File: src/rtl/ctrl_pkg.sv
// ctrl_pkg: shared types and opcode constants for the multi-cycle control unit.
package ctrl_pkg;
   typedef enum logic [2:0] {
      S_IDLE, S_FETCH, S_DECODE, S_EXECUTE, S_MEM, S_WRITEBACK, S_HALT
   } state_t;
   typedef enum logic [1:0] {OP_ALU, OP_LOAD, OP_STORE, OP_HALT} op_class_t;
   // 3-bit base encodings; zero-extended to the configured opcode width at the point of use
   localparam logic [2:0] OPC_LOAD_3  = 3'b000;
   localparam logic [2:0] OPC_STORE_3 = 3'b100;
endpackage

File: src/rtl/opcode_classifier.sv
// opcode_classifier: maps a raw opcode onto its instruction class.
module opcode_classifier
   import ctrl_pkg::*;
#(
   parameter int OPCODE_W = 3
) (
   input  logic [OPCODE_W-1:0] opcode_i,
   output op_class_t           op_class_o
);
   localparam logic [OPCODE_W-1:0] OPC_LOAD  = OPCODE_W'(OPC_LOAD_3);
   localparam logic [OPCODE_W-1:0] OPC_STORE = OPCODE_W'(OPC_STORE_3);
   always_comb
      op_class_o = opcode_i == '1        ? OP_HALT  :
                   opcode_i == OPC_LOAD  ? OP_LOAD  :
                   opcode_i == OPC_STORE ? OP_STORE : OP_ALU;
endmodule

File: src/rtl/multicycle_control_unit.sv
// multicycle_control_unit: FETCH/DECODE/EXECUTE/MEM/WRITEBACK sequencer sharing
// one memory port between fetch and data, with HALT/resume and a retire counter.
module multicycle_control_unit
   import ctrl_pkg::*;
#(
   parameter int OPCODE_W = 3,
   parameter int CNT_W    = 16
) (
   input  logic                clk,
   input  logic                rst_n,
   input  logic [OPCODE_W-1:0] opcode,
   input  logic                mem_ready,
   input  logic                resume,
   output logic                mem_req,
   output logic                mem_addr_src,
   output logic                mem_write_enable,
   output logic                ir_write,
   output logic                pc_write,
   output logic                reg_write_enable,
   output logic                result_src,
   output logic                halted,
   output logic [CNT_W-1:0]    retired
);
   state_t           state_q, state_d;
   op_class_t        op_q, op_d, op_class;
   logic [CNT_W-1:0] retired_q;
   logic             retire;
   opcode_classifier #(.OPCODE_W(OPCODE_W)) u_cls (
      .opcode_i  (opcode),
      .op_class_o(op_class)
   );
   always_ff @(posedge clk or negedge rst_n) begin
      if (!rst_n) begin
         state_q   <= S_IDLE;
         op_q      <= OP_ALU;
         retired_q <= '0;
      end else begin
         state_q   <= state_d;
         op_q      <= op_d;
         retired_q <= retired_q + CNT_W'(retire);
      end
   end
   always_comb begin
      state_d = state_q;
      case (state_q)
         S_IDLE:      state_d = S_FETCH;
         S_FETCH:     state_d = mem_ready ? S_DECODE : S_FETCH;
         S_DECODE:    state_d = (op_class == OP_LOAD || op_class == OP_STORE) ? S_MEM :
                                op_class == OP_HALT ? S_HALT : S_EXECUTE;
         S_EXECUTE:   state_d = S_WRITEBACK;
         S_MEM:       state_d = !mem_ready ? S_MEM :
                                op_q == OP_STORE ? S_FETCH : S_WRITEBACK;
         S_WRITEBACK: state_d = S_FETCH;
         S_HALT:      state_d = resume ? S_FETCH : S_HALT;
         default:     state_d = S_IDLE;
      endcase
   end
   always_comb begin
      op_d             = state_q == S_DECODE ? op_class : op_q;
      mem_req          = state_q == S_FETCH || state_q == S_MEM;
      mem_addr_src     = state_q == S_MEM;
      mem_write_enable = state_q == S_MEM && op_q == OP_STORE;
      ir_write         = state_q == S_FETCH && mem_ready;
      pc_write         = state_q == S_FETCH && mem_ready;
      reg_write_enable = state_q == S_WRITEBACK;
      // only a LOAD routes data memory to the register file
      result_src       = !((state_q == S_WRITEBACK || state_q == S_MEM) && op_q == OP_LOAD);
      halted           = state_q == S_HALT;
      retire           = state_q == S_WRITEBACK || (mem_write_enable && mem_ready);
      retired          = retired_q;
   end
endmodule

File: config.mk
export PLATFORM = sky130hd
export DESIGN_NAME = multicycle_control_unit
export DESIGN_NICKNAME = d
export VERILOG_FILES = /design/src/rtl/ctrl_pkg.sv /design/src/rtl/opcode_classifier.sv /design/src/rtl/multicycle_control_unit.sv
export SDC_FILE = /design/constraint.sdc
export NUM_CORES = 1
export LEC_CHECK = 0
export BUFFER_PORTS_ARGS = -buffer_cell sky130_fd_sc_hd__clkbuf_2
export CAP_MARGIN = 0
export CELL_PAD_IN_SITES_DETAIL_PLACEMENT = 1
export CELL_PAD_IN_SITES_GLOBAL_PLACEMENT = 1
export CORE_MARGIN = 3
export CORE_UTILIZATION = 35
export CTS_CLUSTER_SIZE = 24
export DETAILED_ROUTE_END_ITERATION = 10
export MAX_ROUTING_LAYER = met4
export PLACE_DENSITY_LB_ADDON = 0.1
export SLEW_MARGIN = 25
export SYNTH_ARGS = -nofsm -noshare
export SYNTH_HDL_FRONTEND = slang
export SYNTH_HIERARCHICAL = 1
export SYNTH_SLANG_ARGS = --single-unit
File: constraint.sdc
create_clock -name clk -period 5.05 [get_ports clk]
set_clock_uncertainty 0.05 [all_clocks]
set_input_delay 0.505 -clock clk [delete_from_list [all_inputs] [get_ports clk]]
set_output_delay 0.505 -clock clk [all_outputs]
set_load 0.01 [all_outputs]
==> results.yml, run 1 <==
yosys:
  syn_nets: 117
  yosysUniqueCellTypes: 33
  ys_seq_area_frac: 0.452
  synth.cell_area_um2: 1160
  synthCells: 105
  yosysWarnings: 6
  syn_area_per_cell_um2: 11.1
  synth-seq-cells: 21
sta:
  slew_violations: 0
  finalCritPeriodShare: 0.433
  worst_pin_slew_ns: 0.529
  tns_ns: 0
  hold_ws_ns: 0.109
  rsz0062_at_grt: "false"
  maxSlewHeadroom: 0.647
  setup_viol: 0
  layout_min_cycle_time_ns: 2.18
  hold_viol_final: 0
  fmax_ghz: 0.458
drt:
  viasPerCell: 4.86
  drtIter0Drc: 28
  ant_nets: 0
  first_pass_iters: 3
  vias: 880
  wl_per_cell_um: 12.5
  remaining_drc_errors: 0
  wl_um: 2260
clocking:
  clockBufferDepth: 2
  clock_latency_ns: 0.30
  cts_tree: "built"
  path_clk_slew_ns: 0.11
  cts_resized: 0
  h-tree-depth: 1
  cts_sinks: 21
  ctsHoldBuffers: 0
  postCtsSetupRepairBufs: 0
  cts_buffers: 3
  cts_root_buf: "clkbuf_4"
power_and_ir_drop:
  peakVddDrop_mv: 0.150
  combPwrFrac: 0.332
  internal_power_mw: 0.313
  finalPower_mw: 0.501
  swShare: 0.375
  leakage_nw: 0.719
  power_density_nw_per_um2: 363
  seq_power_share: 0.507
  clkPwrFrac: 0.161
  switchingPower_mw: 0.188
placed_design:
  gp_congestion: 0.795
  hpwlAfterDp_um: 1800
  port_buffers: 30
critical_path:
  critPathMaxStageDelay_ns: 0.56
  critPathKind: "reg2out"
  r2r_start: "state_q[2]"
  start_kind: "flop"
  slowest_stage: "dfrtp_1"
  timing.rr.end: "retired[8]"
  worstRegToRegCells: 7
  crit_end: "result_src"
  crit_family: "simple AND/OR/NAND/NOR gates"
  startpoint: "state_q[2]"
  end_kind: "output port"
  reg2reg_slack_ns: 2.98
  crit_chain: "or2b_1 > or3_1 > clkbuf_2"
  critPathMaxFanout: 13
  critPathRequiredTime_ns: 4.49
  cp.arrival_ns: 1.63
  cp_num_buf_inv: 1
  critical_path_depth: 3
layout:
  final_common_cell: "clkbuf_2"
  final_util: 0.445
  nets: 150
  layout_common_cells: "clkbuf_2 (30), dfrtp_1 (21), nor2_1 (10), xor2_1 (10), inv_1 (7)"
  n_fill_cell: 382
  insertedDiodeCount: 0
  area_growth_pct: 18.6
  drive_gt1_frac: 0.336
global_route:
  met1_usage: 0.161
  grt.busiest_layer: "met2"
  grt_overflow: 0
  grt_pass1_wl_um: 4140
  grt_max_degree: 22
  antenna_found_initial: 0
  grt_pass1_vias: 891
  use_met2: 0.218
  met3_usage: 0.0178
  gr-usage-all-layers: 0.132
status:
  status: "finished clean"
floorplan:
  die_h_um: 63.7
  dieArea_um2: 4050
  core_area_um2: 3100
  start_util: 0.375
  num_rows: 20
  pin_count: 31
  die_w_um: 63.7
worst_hold_path:
  hold_path.class: "in2async"
job:
  maxCapViolations: 0
[stage by stage]
step / worst slack [ns] / area, um2 / std cells
5_1_grt: 2.73 / 1380 / 181
3_3_place_gp: 3.05 / 1350 / 177
4_1_cts: 2.84 / 1380 / 181
6_report: 2.87 / 1380 / 181
3_5_place_dp: 2.97 / 1350 / 177
2_1_floorplan: 3.29 / 1160 / 105
[worst min path at each step]
| stage | slack, ns | cells after the start | to |
|---|---|---|---|
| floorplan | 0.16 | 0 | op_q[0] |
| global placement | 0.41 | 1 | retired[15] |
| detailed placement | 0.41 | 1 | retired[15] |
| CTS | 0.13 | 1 | retired[13] |
| global route | 0.15 | 1 | retired[5] |
| finish | 0.11 | 1 | retired[5] |
[per-layer routing]
layer	vias up	routed length, um	part of all wire
met4	0	38	0.017
met3	4	111	0.049
li1	425	-	-
met1	428	990	0.44
met5	-	0	0
met2	23	1120	0.50
[flip-flops by register name, summed over array words and instances (netlist names)]
register / cells
op_q: 2
retired: 16
state_q: 3
[final cells by class]
class	count	area (um2)	area share
clock buffers	4	26.3	0.0190
well taps	44	55.1	0.0399
repair buffers	30	150	0.109
inverters	8	30.0	0.0218
multi-input cells	74	593	0.430
flip-flops and latches	21	526	0.381
[Yosys cell counts]
cell type,n,area (um2)
and3_1,3,18.8
a21oi_1,1,5.00
mux2_2,1,11.3
o21bai_1,1,7.51
xnor2_1,5,43.8
nor2b_1,3,18.8
mux4_2,1,22.5
nor3_1,4,20.0
nor2_1,10,37.5
ha_1,5,62.6
o211ai_1,1,7.51
nand3_2,1,10.0
dfrtp_1,21,526
nand2b_1,1,6.26
and4_1,1,8.76
mux2i_1,1,10.0
or2_4,1,8.76
or3_1,1,6.26
a21boi_2,1,11.3
a31oi_1,2,12.5
nor4_2,3,37.5
inv_1,7,26.3
xor2_1,10,87.6
buf_4,2,15.0
inv_2,1,3.75
o21ai_2,1,8.76
nand4_1,1,6.26
o32ai_1,1,8.76
nand2_1,5,18.8
or2b_1,1,7.51
nor4_4,1,21.3
nand4_4,2,42.5
nand3_1,5,25.0
[kinds of logic after synthesis]
family | after synthesis | share of synthesized area
buffers and inverters | 10 | 0.0387
AOI/OAI and AO/OA | 8 | 0.0527
and+or+nand+nor | 43 | 0.253
DFF | 21 | 0.452
muxes | 3 | 0.0376
xor gates and xnor gates | 15 | 0.113
adders and majority gates | 5 | 0.0538
[power groups by stage]
stage	sequential (mW)	clock, mW	combinational [mW]
after floorplan	0.251	0	0.115
after global placement	0.258	0	0.171
after detailed placement	0.258	0	0.171
after CTS	0.255	0.0836	0.172
after global routing	0.264	0.0930	0.189
final	0.254	0.0804	0.166
Note: power is estimated with default switching activity, not from simulation.
==> inputs of run 2 (changes only) <==
Clock period 5.05 ns to 2 ns, I/O delays scaled along.
==> results.yml, run 2 (same netlist as run 1, synthesis figures left out) <==
clocking:
  h-tree-depth: 1
  postCtsSetupRepairBufs: 0
  cts_sinks: 21
  path_clk_slew_ns: 0.12
  cts_buffers: 3
  clockBufferDepth: 2
  cts_root_buf: "clkbuf_4"
  cts_tree: "built"
  clock_latency_ns: 0.30
global_route:
  antenna_found_initial: 0
  grt_overflow: 0
  gr-usage-all-layers: 0.134
  grt_max_degree: 22
  grt_pass1_vias: 937
  grt_pass1_wl_um: 4170
floorplan:
  start_util: 0.375
  die_h_um: 63.7
  num_rows: 20
  dieArea_um2: 4050
  die_w_um: 63.7
  pin_count: 31
  core_area_um2: 3100
layout:
  drive_gt1_frac: 0.369
  largest_register_ff_count: 16
  nets: 154
  layout_common_cells: "clkbuf_2 (30), dfrtp_1 (21), nor2_1 (10), xor2_1 (10), inv_1 (7)"
  final_cell_count_no_fill: 185
  n_fill_cell: 376
  area_growth_pct: 22.2
  final_util: 0.458
  final_common_cell: "clkbuf_2"
  insertedDiodeCount: 0
job:
  maxCapViolations: 0
placed_design:
  hpwlAfterDp_um: 1860
  port_buffers: 30
  post-place-cells: 180
  gp_congestion: 0.781
critical_path:
  r2r_start: "state_q[1]"
  timing.rr.end: "retired[12]"
  end_kind: "flop"
  crit_end: "retired[12]"
  critPathMaxFanout: 5
  start_kind: "flop"
  cp.arrival_ns: 2.02
  worstRegToRegCells: 7
  startpoint: "state_q[1]"
  cpMostUsedCell: "ha_1"
  reg2reg_slack_ns: 0.16
  slowest_stage: "dfrtp_1"
  critPathRequiredTime_ns: 2.18
  critPathKind: "reg2reg"
  critPathMaxStageDelay_ns: 0.39
  crit_chain: "or2b_1 > nor2_1 > ha_1 > ha_1 > nand2_2 > nor4_2 > xor2_1"
sta:
  layout_min_cycle_time_ns: 1.84
  tns_ns: 0
  hold_viol_final: 0
  setup_viol: 0
  maxSlewHeadroom: 0.653
  hold_ws_ns: 0.128
  worst_pin_slew_ns: 0.521
  fmax_ghz: 0.542
  finalCritPeriodShare: 0.922
  rsz0062_at_grt: "false"
  slew_violations: 0
drt:
  first_pass_iters: 4
  viasPerCell: 4.76
  drtIter0Drc: 15
  wl_per_cell_um: 12.7
  vias: 881
  remaining_drc_errors: 0
  ant_nets: 0
  wl_um: 2350
power_and_ir_drop:
  power_density_nw_per_um2: 925
  finalPower_mw: 1.31
  leakage_nw: 0.742
  peakVddDrop_mv: 0.356
worst_hold_path:
  hold_path.class: "in2reg"
status:
  status: "finished clean"
[run 2: changes by cell type in the layout (fill, tap and decap cells not counted), sizes merged]
cell         previous run  this run
buf                     0         3
clkbuf                 34        33
clkinv                  0         1
dlygate4sd3             0         1
[run 2: critical path: cells and delay by family (launching register included)]
family / cells / cell delay, ns
xor+xnor: 1 / 0.18
fa+ha+maj: 2 / 0.39
flops: 1 / 0.39
simple gates: 4 / 0.76
[run 2: area by class of cell]
cell class / instances / area [um2] / area share
repair buffers: 34 / 183 / 0.129
flip-flops and latches: 21 / 526 / 0.370
clock buffers: 3 / 22.5 / 0.0158
well taps: 44 / 55.1 / 0.0387
clock inverters: 1 / 5.00 / 0.00352
inverters: 8 / 30.0 / 0.0211
multi-input cells: 74 / 601 / 0.423
[run 2: worst min-delay path by stage]
| stage | cells past startpoint | slack, ns | to | start |
|---|---|---|---|---|
| global placement | 1 | 0.15 | retired[5] | rst_n |
| detailed placement | 1 | 0.16 | retired[5] | rst_n |
| floorplan | 0 | -0.15 | op_q[0] | rst_n |
| CTS | 3 | 0.12 | state_q[0] | resume |
| global route | 3 | 0.13 | state_q[0] | resume |
| finish | 3 | 0.13 | state_q[0] | resume |
[run 2: stage by stage]
stage | setup slack, ns | cell area (um2)
after floorplan | 0.242 | 1160
after global placement | 0.204 | 1380
after detailed placement | 0.0592 | 1380
after CTS | 0.0274 | 1410
after global routing | 0.0154 | 1420
final | 0.156 | 1420
[run 2: report_power, final]
group          leakage, nW  internal [mW]  switching [mW]
sequential           0.268          0.513          0.0903
clock               0.0177         0.0745           0.124
combinational        0.456          0.235           0.278
[run 2: routing by layer]
layer,track usage,share of wire,vias to the layer above
li1,-,-,431
met1,0.143,0.42,427
met2,0.241,0.52,21
met3,0.0232,0.050,2
met4,0.0566,0.0098,0
met5,-,0,-
[run 2: what timing repair did]
action	CTS	global route
resized for setup	0	2
endpoints found under the hold margin	21	0
endpoints found under the setup margin	0	3
hold buffers	1	0
==> inputs of run 3 (changes only) <==
Settings changed: GPL_TIMING_DRIVEN from default to 1.
Clock period 2 ns to 2.25 ns, I/O delays scaled along.
==> results.yml, run 3 (same netlist as run 1, synthesis figures left out) <==
power_and_ir_drop:
  internal_power_mw: 0.710
  swShare: 0.376
  clkPwrFrac: 0.161
  peakVddDrop_mv: 0.347
  switchingPower_mw: 0.427
  power_density_nw_per_um2: 814
  combPwrFrac: 0.352
  finalPower_mw: 1.14
  seq_power_share: 0.487
  leakage_nw: 0.729
global_route:
  grt_pass1_vias: 921
  gr-usage-all-layers: 0.132
  grt_max_degree: 22
  grt_overflow: 0
  grt_pass1_wl_um: 4180
  antenna_found_initial: 0
drt:
  wl_per_cell_um: 12.6
  drtIter0Drc: 17
  ant_nets: 0
  first_pass_iters: 3
  vias: 876
  remaining_drc_errors: 0
  wl_um: 2300
  viasPerCell: 4.79
sta:
  rsz0062_at_grt: "false"
  hold_ws_ns: 0.148
  slew_violations: 0
  setup_viol: 0
  setup_ws_ns: 0.245
  fmax_ghz: 0.499
  worst_pin_slew_ns: 0.540
  tns_ns: 0
  finalCritPeriodShare: 0.891
  layout_min_cycle_time_ns: 2.01
  maxSlewHeadroom: 0.640
  hold_viol_final: 0
critical_path:
  start_kind: "flop"
  worstRegToRegCells: 7
  critPathKind: "reg2reg"
  critPathRequiredTime_ns: 2.43
  cp.arrival_ns: 2.18
  end_kind: "flop"
  critPathMaxFanout: 6
status:
  status: "finished clean"
clocking:
  cts_buffers: 3
  cts_resized: 0
  postCtsSetupRepairBufs: 0
  ctsHoldBuffers: 1
  cts_tree: "built"
  clockBufferDepth: 2
  clock_latency_ns: 0.30
  h-tree-depth: 1
  path_clk_slew_ns: 0.12
  cts_root_buf: "clkbuf_4"
  cts_sinks: 21
floorplan:
  core_area_um2: 3100
  start_util: 0.375
  num_rows: 20
  dieArea_um2: 4050
  die_h_um: 63.7
  die_w_um: 63.7
  pin_count: 31
layout:
  largest_register_ff_count: 16
  final_cell_count_no_fill: 183
  layout_common_cells: "clkbuf_2 (30), dfrtp_1 (21), nor2_1 (10), xor2_1 (10), inv_1 (7)"
  nets: 152
  drive_gt1_frac: 0.338
  final_common_cell: "clkbuf_2"
  area_growth_pct: 20.1
  insertedDiodeCount: 0
worst_hold_path:
  hold_path.class: "in2reg"
  hold-path-cell-count: 3
job:
  maxCapViolations: 0
placed_design:
  gp_congestion: 0.774
  post-place-cells: 178
  port_buffers: 30
  dp_slack_ns: 0.218
  hpwlAfterDp_um: 1790
[run 3: power by group through the flow]
stage	clock [mW]	sequential [mW]	combinational, mW
detailed placement	0	0.562	0.413
global placement	0	0.560	0.409
global route	0.212	0.573	0.451
CTS	0.192	0.556	0.415
floorplan	0	0.564	0.257
finish	0.183	0.554	0.400
[run 3: path summary, 6_finish.rpt]
| check | startpoint | end | slack, ns |
|---|---|---|---|
| min reg2reg | retired[15] | retired[15] | 0.42 |
| max reg2reg | state_q[1] | retired[8] | 0.24 |
| min in group asynchronous | rst_n | retired[4] | 0.38 |
| max in group asynchronous | rst_n | op_q[0] | 1.41 |
| max | state_q[1] | retired[8] | 0.24 |
| min | resume | state_q[0] | 0.15 |
[run 3: per-stage QoR]
step | instance area (um2) | utilization
finish | 1400 | 0.450
global placement | 1360 | 0.439
detailed placement | 1360 | 0.439
CTS | 1400 | 0.450
floorplan | 1160 | -
global route | 1400 | 0.450
[run 3: layout make-up]
class | instances | area, um2
tap | 44 | 55.1
timing repair buffer | 32 | 168
sequential | 21 | 526
clock buffer | 4 | 26.3
multi-input combinational | 74 | 593
inverter | 8 | 30.0
fill | 379 | 1710
[run 3: metal layers]
| metal | up-vias | track usage | wire length (um) | part of all wire |
|---|---|---|---|---|
| met5 | - | - | 0 | 0 |
| met4 | 0 | 0.0512 | 22 | 0.0096 |
| met3 | 2 | 0.0232 | 124 | 0.054 |
| met2 | 21 | 0.222 | 1140 | 0.49 |
| met1 | 427 | 0.157 | 1020 | 0.44 |
| li1 | 426 | - | - | - |
[run 3: worst max-delay path, stage by stage (launching register included)]
cell,delay [ns]
dfrtp_1,0.47
or2b_1,0.30
nor2_1,0.17
ha_1,0.17
ha_1,0.20
nand2_1,0.18
nor3_1,0.24
xor2_1,0.18
